**src/rtl/addsub_serial.sv**
```systemverilog
// Digit-serial signed adder/subtractor: DIGIT bits per cycle, least significant digit first,
// with optional saturation on signed overflow. Results appear on s/cout/overflow with a done pulse.
module addsub_serial #(
   parameter int WIDTH = 8,
   parameter int DIGIT = 2
) (
   input  logic             clk,
   input  logic             rst,
   input  logic             start,
   input  logic [WIDTH-1:0] a,
   input  logic [WIDTH-1:0] b,
   input  logic             sub,
   input  logic             sat,
   output logic             busy,
   output logic             done,
   output logic [WIDTH-1:0] s,
   output logic             cout,
   output logic             overflow,
   output logic             o_dbg_state
);

   localparam int K    = WIDTH / DIGIT;
   localparam int IDXW = (K > 1) ? $clog2(K) : 1;

   typedef enum logic {IDLE = 1'b0, RUN = 1'b1} state_t;

   // Handshake: start is taken only at an edge where busy=0; done pulses for one cycle
   // once s/cout/overflow carry the new result, and those outputs then hold until the next done.
   state_t           r_state;
   state_t           w_state_next;
   logic             w_accept;
   logic             w_last;

   logic [WIDTH-1:0] r_a;
   logic [WIDTH-1:0] r_b;
   logic [WIDTH-1:0] r_sum;
   logic [WIDTH-1:0] r_s;
   logic             r_a_msb;
   logic             r_b_msb;
   logic             r_carry;
   logic             r_sat;
   logic             r_cout;
   logic             r_ovf;
   logic             r_done;
   logic [IDXW-1:0]  r_idx;

   logic [DIGIT:0]   w_dsum;
   logic [WIDTH-1:0] w_raw;
   logic [WIDTH-1:0] w_res;
   logic             w_ovf;

   always_ff @(posedge clk) begin
      if (rst) r_state <= IDLE;
      else     r_state <= w_state_next;
   end

   always_comb begin
      w_state_next = r_state;
      w_accept     = 1'b0;
      w_last       = 1'b0;
      case (r_state)
         IDLE: begin
            if (start) begin
               w_accept     = 1'b1;
               w_state_next = RUN;
            end
         end
         RUN: begin
            if (r_idx == IDXW'(K - 1)) begin
               w_last       = 1'b1;
               w_state_next = IDLE;
            end
         end
         default: w_state_next = IDLE;
      endcase
   end

   // Operands shift down one digit per cycle; the sum shifts in from the top, so after
   // K cycles the freshly shifted value is the complete raw result.
   always_comb begin
      w_dsum = {1'b0, r_a[DIGIT-1:0]} + {1'b0, r_b[DIGIT-1:0]} + {{DIGIT{1'b0}}, r_carry};
      w_raw  = WIDTH'({w_dsum[DIGIT-1:0], r_sum} >> DIGIT);
      w_ovf  = (r_a_msb == r_b_msb) && (w_raw[WIDTH-1] != r_a_msb);
      w_res  = w_raw;
      if (r_sat && w_ovf)
         w_res = r_a_msb ? {1'b1, {(WIDTH-1){1'b0}}} : {1'b0, {(WIDTH-1){1'b1}}};
   end

   always_ff @(posedge clk) begin
      if (rst) begin
         r_a     <= '0;
         r_b     <= '0;
         r_sum   <= '0;
         r_s     <= '0;
         r_a_msb <= 1'b0;
         r_b_msb <= 1'b0;
         r_carry <= 1'b0;
         r_sat   <= 1'b0;
         r_cout  <= 1'b0;
         r_ovf   <= 1'b0;
         r_done  <= 1'b0;
         r_idx   <= '0;
      end else begin
         r_done <= 1'b0;
         if (w_accept) begin
            r_a     <= a;
            r_b     <= b ^ {WIDTH{sub}};
            r_a_msb <= a[WIDTH-1];
            r_b_msb <= b[WIDTH-1] ^ sub;
            r_carry <= sub;
            r_sat   <= sat;
            r_sum   <= '0;
            r_idx   <= '0;
         end else if (r_state == RUN) begin
            r_a     <= r_a >> DIGIT;
            r_b     <= r_b >> DIGIT;
            r_carry <= w_dsum[DIGIT];
            r_sum   <= w_raw;
            r_idx   <= r_idx + IDXW'(1);
            if (w_last) begin
               r_s    <= w_res;
               r_cout <= w_dsum[DIGIT];
               r_ovf  <= w_ovf;
               r_done <= 1'b1;
               r_idx  <= '0;
            end
         end
      end
   end

   assign busy        = (r_state == RUN);
   assign o_dbg_state = (r_state == RUN);
   assign done        = r_done;
   assign s           = r_s;
   assign cout        = r_cout;
   assign overflow    = r_ovf;

endmodule

```
**config.mk**
```make
export PLATFORM = sky130hd
export DESIGN_NAME = addsub_serial
export DESIGN_NICKNAME = d
export VERILOG_FILES = /design/src/rtl/addsub_serial.sv
export SDC_FILE = /design/constraint.sdc
export NUM_CORES = 1
export LEC_CHECK = 0
export ABC_AREA = 0
export BUFFER_PORTS_ARGS = -buffer_cell sky130_fd_sc_hd__clkbuf_2
export CELL_PAD_IN_SITES_DETAIL_PLACEMENT = 1
export CELL_PAD_IN_SITES_GLOBAL_PLACEMENT = 2
export CORE_MARGIN = 2
export CORE_UTILIZATION = 36
export CTS_CLUSTER_DIAMETER = 100
export DETAILED_ROUTE_END_ITERATION = 6
export PLACE_DENSITY_LB_ADDON = 0.1
export SETUP_SLACK_MARGIN = 0.1
export SYNTH_ARGS = -nofsm -noshare
export SYNTH_HDL_FRONTEND = slang
export SYNTH_SLANG_ARGS = --single-unit
```
**constraint.sdc**
```tcl
create_clock -name clk -period 4.8 [get_ports clk]
set_input_delay 0.48 -clock clk [delete_from_list [all_inputs] [get_ports clk]]
set_output_delay 0.48 -clock clk [all_outputs]
set_load 0.01 [all_outputs]
```
Word-level counts from Yosys, hierarchy flattened. Index checks and enable logic that the tools add are counted.

Bits in registers: 42. Input port bits: 21. Output and inout bits: 13. Word-level logic and storage cells: 45.

Add/sub/neg operators: 3. Equality and inequality tests: 3. Muxes and demuxes: 16. Bitwise logic cells: 4. Reductions and logical operators: 6.

Operators by type and width (number): $mux 8 (6); $mux 1 (8); $xor 8x8->8 (1); $add 2x2->3 (1); $add 3x1->3 (1); $reduce_and 3->1 (1); $reduce_or 3->1 (1); $add 2x1->2 const B (1); $eq 2x2->1 const B (1); $logic_and 1x1->1 (2); $mux 2 (1); $not 1->1 (2); $pmux 1 s2 (1); $reduce_bool 2->1 (1); $reduce_or 2->1 (1); $eq 1x1->1 (1); $ne 1x1->1 (1); $xor 1x1->1 (1).

Longest topological paths before layout. Gate-level depths: netlist of the first run.

Depth in word-level cells: 6. Gate-level depth with buffers: 6. Gate-level depth less buffers: 6.

Worst setup path before layout of the first run. Ideal clock, no wire load.

Path type: register to register. From: register r_a[0]. To: register r_ovf (netlist: overflow). Library setup time: 91 ps. Arrival time: 1850 ps. Data required time: 4709 ps. Path slack: 2859 ps. Cell stages (with the launch flop): 6. Buffers on the path: 0. Period minus slack after synthesis: 1941 ps. Cells stage by stage: dfxtp_1 > inv_1 > fa_1 > fa_1 > or3_1 > a311oi_1.

Word-level cells in the longest chain between the ends: 4.

Ends and longest elaborated chain: start: declaration (RTL line 34) `logic [WIDTH-1:0] r_a;`; start signal: assignment (RTL line 115) `r_a <= r_a >> DIGIT;`; $add 2x2->3 (RTL line 81) `w_dsum = {1'b0, r_a[DIGIT-1:0]} + {1'b0, r_b[DIGIT-1:0]} + {{DIGIT{1'b0}}, r_carry};`; $add 3x1->3 (RTL line 81); $ne 1x1->1 (RTL line 83) `w_ovf = (r_a_msb == r_b_msb) && (w_raw[WIDTH-1] != r_a_msb);`; $logic_and 1x1->1 (RTL line 83); end signal: assignment (RTL line 123) `r_ovf <= w_ovf;`; end: declaration (RTL line 43) `logic r_ovf;`.

Every way passes these cells. A chain may end at the register's enable or synchronous reset.

Worst setup path in the final report of the first run.
From: register r_a[0]. To: register r_s[6] (netlist: s[6]).

Word-level cells in the longest chain between the ends: 6.

Ends and longest elaborated chain: $add 2x2->3 (*) (RTL line 81); $add 3x1->3 (*) (RTL line 81); $ne 1x1->1 (RTL line 83); $logic_and 1x1->1 (RTL line 83); $logic_and 1x1->1 (RTL line 85) `if (r_sat && w_ovf)`; $mux 8 (*) (RTL line 85); end signal: assignment (RTL line 121) `r_s <= w_res;`; end: declaration (RTL line 37) `logic [WIDTH-1:0] r_s;`.

Mark *: on every way between the ends. The rest lies on a longest branch, timed or not.

==> results of run 1 <==
## power by group through the flow
stage	Clock [mW]	Combinational, mW	Sequential [mW]
2_1_floorplan	0	0.0720	0.362
3_3_place_gp	0	0.0872	0.363
3_5_place_dp	0	0.0915	0.364
4_1_cts	0.294	0.0921	0.357
5_1_grt	0.304	0.101	0.359
6_report	0.286	0.0899	0.357
## per-layer routing
layer	share of wire (%)	wire length, µm
met1	45	1870
met2	50	2080
met3	4.1	172
met4	1.3	55
met5	0	0
## layout make-up
cell class | instances | area (µm²) | area share [%]
Clock buffer | 5 | 68.8 | 3.30
Clock inverter | 3 | 46.3 | 2.22
Inverter | 7 | 26.3 | 1.26
Multi-Input combinational cell | 133 | 887 | 42.5
Sequential cell | 40 | 801 | 38.4
Tap cell | 67 | 83.8 | 4.02
Timing Repair Buffer | 34 | 173 | 8.28
## critical path: cells and delay by family, from the launching register on
family,cells,cell delay (ps)
DFF,1,340
adders and majority gates,2,1050
AOI/OAI and AO/OA,2,290
and+or+nand+nor,1,310
buffers and inverters,1,60
## logic make-up after synthesis
group           share of synthesized area [%]
buf+inv                                  7.48
compound gates                           14.5
flops                                    43.9
simple gates                             18.2
xor+xnor                                 3.84
fa+ha+maj                                2.88
mux                                      9.19
## worst paths after layout
path              startpoint   end  slack [ps]  cells past startpoint
hold reg to reg     r_sum[3]  s[1]         470                      2
hold / removal      r_sum[3]  s[1]         470                      2
setup / recovery      r_a[0]  s[6]        2630                      6
setup reg to reg      r_a[0]  s[6]        2630                      6
## state kept, by name, indices dropped and copies added, names as in the netlist
register / cells
busy: 1
cout: 1
done: 1
overflow: 1
r_a: 8
r_a_msb: 1
r_b: 8
r_b_msb: 1
r_carry: 1
r_idx: 2
r_sat: 1
r_sum: 6
s: 8
## cell usage in the layout, fill, tap and decap left out, types with 2 or more instances in the layout
master and n:
dfxtp_1 40, nor2_1 35, clkbuf_2 33, a21oi_1 15, nand2_1 14, mux2i_1 10, a211oi_1 10, nor3b_1 8
xnor2_1 8, inv_1 7, mux2_2 6, a211o_1 6, clkbuf_8 5, nor3_1 3, a2111oi_2 2, nor2b_1 2
fa_1 2
==> flow_metrics.tcl, run 1 <==
set metrics [dict create \
    seqPwrFrac_pct 48.7 \
    grt_pass1_wl_um 7100 \
    start_kind "flop" \
    relSlewSlack_pct 43.6 \
    async_reset_ff_share_pct 0 \
    via_per_inst 4.97 \
    first_global_vias 1504 \
    portBuffers 33 \
    synth_edf_count 0 \
    critPathMaxFanout 7 \
    fin_crit_ps 2170 \
    syn-cell-area_um2 1820 \
    status "complete, no violations" \
    min_path_type "flop to flop" \
    clkLatencyLatePin_ps 300 \
    wl_per_cell_um 14.4 \
    antenna_found_initial 0 \
    syn_nets 220 \
    dieHeight_um 75.2 \
    power_frac_comb_pct 12.3 \
    synth_flop_cell "dfxtp_1" \
    fin_crit_sh_pct 45.3 \
    antenna_left 0 \
    ys_seq_area_share_pct 43.9 \
    cp_data_required_time_ps 4960 \
    rsz0062_at_grt "no" \
    ios 34 \
    dieWidth_um 75.2 \
    finClkSkew_ps 17.1 \
    setup_viol 0 \
    crit_chain "inv_1 > fa_1 > fa_1 > nand4_1 > o211ai_1 > a21oi_1" \
    yosysTopAreaCellShare_pct 43.9 \
    cts_setup_buffers 0 \
    hpwl_um 2860 \
    layout-drive-gt1-share_pct 23.4 \
    final_util_pct 43.3 \
    crit_type "flop to flop" \
    crit_path_end_kind "flop" \
    drt_iter0_drc 44 \
    cts_max_level 2 \
    sw_frac_of_total_pct 25.9 \
    overflow 0 \
    dp_slack_ps 2600 \
    finalWeightedCongestion 0.746 \
    tightest_slew_ps 845 \
    synth.area.top_cells "dfxtp_1 (44%), nor2_1 (7.2%), mux2i_1 (5.5%)" \
    cts_max_path_buffers 2 \
    finalSetupTns_ps 0 \
    pwr-share-clk_pct 39.1 \
    synth_most_common_cell "dfxtp_1" \
    design_area_um2 2090 \
    placedCellCount 281 \
    crit_path_max_incr_delay_ps 620 \
    synth_warnings 0 \
    leakage_nw 0.813 \
    timing.final.max_slew_violations 0 \
    synth_seq_cells 40 \
    synth_top_area_cell "dfxtp_1" \
    ys_top_cells_by_count "dfxtp_1 (40), nor2_1 (35), a21oi_1 (15)" \
    hold_viol_final 0 \
    ir_worst_vdd_mv 0.153 \
    synth.distinct_cells 31 \
    grt_use_met1_pct 20.2 \
    maxCapViolCount 0 \
    cts_tree "built" \
    grt_use_total_pct 16.8 \
    syn_area_per_cell_um2 9.31 \
    max_freq_ghz 0.460 \
    area_delta_synth_final_pct 14.3 \
    cts.sinks 40 \
    p_per_area_nw_per_um2 351 \
    fill_cells 583 \
    clkTransAtPathRegs_ps 90 \
    cts_hold_buf 0 \
    top_usage_layer "met2" \
    root_buffer "clkbuf_8" \
    coreArea_um2 4820 \
    drt_pass1_iterations 4 \
    n_antenna_cell 0 \
    critical_path.most_common_cell "fa_1" \
    p_switching_mw 0.190 \
    fin_cells 289 \
    cp.arrival_ps 2330 \
    met2_usage_pct 29.3 \
    cts_resized 0 \
    p_int_mw 0.543 \
    fin_ws_ps 2630 \
    place_area_um2 1970 \
    num_rows 25 \
    die_area_um2 5650 \
    final_nets 245 \
    routed_wl_um 4180 \
    vias 1437 \
    start_util_pct 37.9 \
    syn-instance-count 196 \
    totalPowerFinal_mw 0.733 \
    cts_buffers 5 \
    route.detailed.drc 0 \
    grt_max_degree 46 \
    whs_ps 466 \
    groute.layer.met3.usage_pct 4.82 \
    slowest_stage "fa_1" \
]
Power figures use the tool's default switching activity.
==> run 2, diff against run 1 <==
--- a/config.mk
+++ b/config.mk
@@ -10,7 +10,7 @@
 export CELL_PAD_IN_SITES_DETAIL_PLACEMENT = 1
 export CELL_PAD_IN_SITES_GLOBAL_PLACEMENT = 2
 export CORE_MARGIN = 2
-export CORE_UTILIZATION = 36
+export CORE_UTILIZATION = 33
 export CTS_CLUSTER_DIAMETER = 100
 export DETAILED_ROUTE_END_ITERATION = 6
 export PLACE_DENSITY_LB_ADDON = 0.1
==> constraint.sdc (replaced) <==
create_clock -name clk -period 2 [get_ports clk]
set_input_delay 0.2 -clock clk [delete_from_list [all_inputs] [get_ports clk]]
set_output_delay 0.2 -clock clk [all_outputs]
set_load 0.01 [all_outputs]
==> flow_metrics.tcl, run 2 (synthesis gave the netlist of run 1 again) <==
set metrics [dict create \
    violations "setup timing" \
    fin_crit_sh_pct 102 \
    ff2ff_path_depth 8 \
    critPathMaxFanout 7 \
    critPathTopFamily "adder cells" \
    timing.final.max_slew_violations 0 \
    route.detailed.drc 0 \
    highest_layer "met4" \
    setup_viol 8 \
    routed-wl-met3_um 188 \
    crit_chain "inv_2 > fa_2 > fa_2 > buf_6 > nand4_1 > buf_6 > o211ai_1 > a21oi_1" \
    start_kind "flop" \
    antenna_left 0 \
    slowest_stage "fa_2" \
    dieHeight_um 78.4 \
    dieWidth_um 78.4 \
    cts_max_level 2 \
    p_per_area_nw_per_um2 757 \
    crit_type "flop to flop" \
    fin_crit_ps 2040 \
    finalWeightedCongestion 0.708 \
    cp_data_required_time_ps 2140 \
    num_rows 27 \
    met1_length_um 1770 \
    met2_wirelength_um 2050 \
    rsz0062_at_grt "yes" \
    clkTransAtPathRegs_ps 80 \
    grt_max_degree 35 \
    hold_path_end "r_sat" \
    die_area_um2 6140 \
    leakage_nw 0.848 \
    fin_ws_ps -35.1 \
    area_delta_synth_final_pct 18.9 \
    cts_tree "built" \
    cts_buffers 5 \
    final_util_pct 40.1 \
    hpwl_um 2840 \
    wl_per_cell_um 13.4 \
    min_path_type "input pin to flop" \
    via_per_inst 4.85 \
    vias 1459 \
    fill_cells 659 \
    start_util_pct 33.8 \
    layout_common_cells "dfxtp_1 (38), nor2_1 (35), clkbuf_2 (33)" \
    finClkSkew_ps 8.10 \
    hold_path_depth 3 \
    path_buf_inv 3 \
    tightest_slew_ps 767 \
    relSlewSlack_pct 48.9 \
    hold_start "sat" \
    drt_pass1_iterations 4 \
    crit_path_max_incr_delay_ps 610 \
    final_common_cell "dfxtp_1" \
    drt_iter0_drc 43 \
    status "complete, but fails checks" \
    cts_max_path_buffers 2 \
    grt_pass1_wl_um 6820 \
    hold_viol_final 0 \
    rr_endpoint "s[6]" \
    r2r-start "r_a[0]" \
    cp.arrival_ps 2170 \
    max_freq_ghz 0.491 \
    portBuffers 33 \
    n_antenna_cell 0 \
    overflow 0 \
    regArea_um2 803 \
    root_buffer "clkbuf_8" \
    final_nets 252 \
    ir_worst_vdd_mv 0.273 \
    antenna_found_initial 0 \
    layout-drive-gt1-share_pct 29.7 \
    coreArea_um2 5410 \
    routed_wl_um 4040 \
    maxCapViolCount 0 \
    first_global_vias 1463 \
    cts_hold_buf 0 \
    dp_slack_ps -62.7 \
    cts.sinks 40 \
    clkLatencyLatePin_ps 290 \
    reg2reg_slack_ps -40 \
    multiInputGateArea_um2 926 \
    crit_path_end_kind "flop" \
    grt_use_total_pct 14.1 \
    ios 34 \
]
==> run 2: changes by cell type in the layout (fill, tap and decap cells not counted), moves of 2 or more <==
cell	change
a211oi_1	-5
a211oi_2	+5
buf_4	+5
buf_6	+2
clkbuf_1	+2
dfxtp_1	-2
dfxtp_2	+2
fa_1	-2
fa_2	+2
==> run 2: metal layers <==
| layer | vias to the layer above | track usage (%) |
|---|---|---|
| met3 | 4 | 4.37 |
| li1 | 732 | - |
| met2 | 29 | 25.4 |
| met5 | - | 0 |
| met1 | 694 | 16.1 |
| met4 | 0 | 3.68 |
==> run 2: layout make-up <==
cell class                 instances  area share (%)
sequential                        40            37.0
tap                               72            4.15
clock buffer                       8            4.15
timing repair buffer              41            10.7
multi-input combinational        133            42.7
inverter                           7            1.21
==> run 2: tightest hold or removal path, cell delays in order <==
cell	delay, ps
clkbuf_2	80
mux2i_1	60
nor2_1	70
==> run 2: power breakdown <==
part	leakage, nW	total (mW)	internal (mW)	switching, mW
combinational	0.475	0.235	0.110	0.125
sequential	0.327	0.856	0.832	0.0237
clock	0.0455	0.551	0.282	0.270
==> run 2: stage by stage <==
| stage | total power [mW] | instances | setup TNS [ps] | hold slack [ps] | area (µm²) |
|---|---|---|---|---|---|
| final | 1.64 | 301 | -108 | 166 | 2170 |
| after CTS | 1.66 | 301 | -186 | 157 | 2140 |
| after global routing | 1.74 | 301 | -935 | 179 | 2170 |
| after global placement | 1.09 | 289 | -20.4 | 431 | 2000 |
| after detailed placement | 1.10 | 289 | -316 | 447 | 2000 |
| after floorplan | 1.04 | 196 | 0 | 276 | 1830 |
==> run 2: how the worst max path moves through the flow <==
| stage | start | slack [ps] | cells after the start | endpoint |
|---|---|---|---|---|
| final | r_a[0] | -40 | 8 | s[6] |
| after global routing | r_a[0] | -120 | 8 | s[6] |
| after CTS | r_a[0] | -50 | 7 | s[4] |
| after detailed placement | r_a[0] | -60 | 6 | s[6] |
| after global placement | r_a[0] | -20 | 6 | s[6] |
| after floorplan | r_a[0] | 130 | 5 | overflow |
==> run 2: repair_timing <==
item,4_1_cts,5_1_grt
gates resized for setup,6,6
setup buffers,4,0
endpoints found under the setup margin,9,10
pin swaps,5,4
cloned,0,0
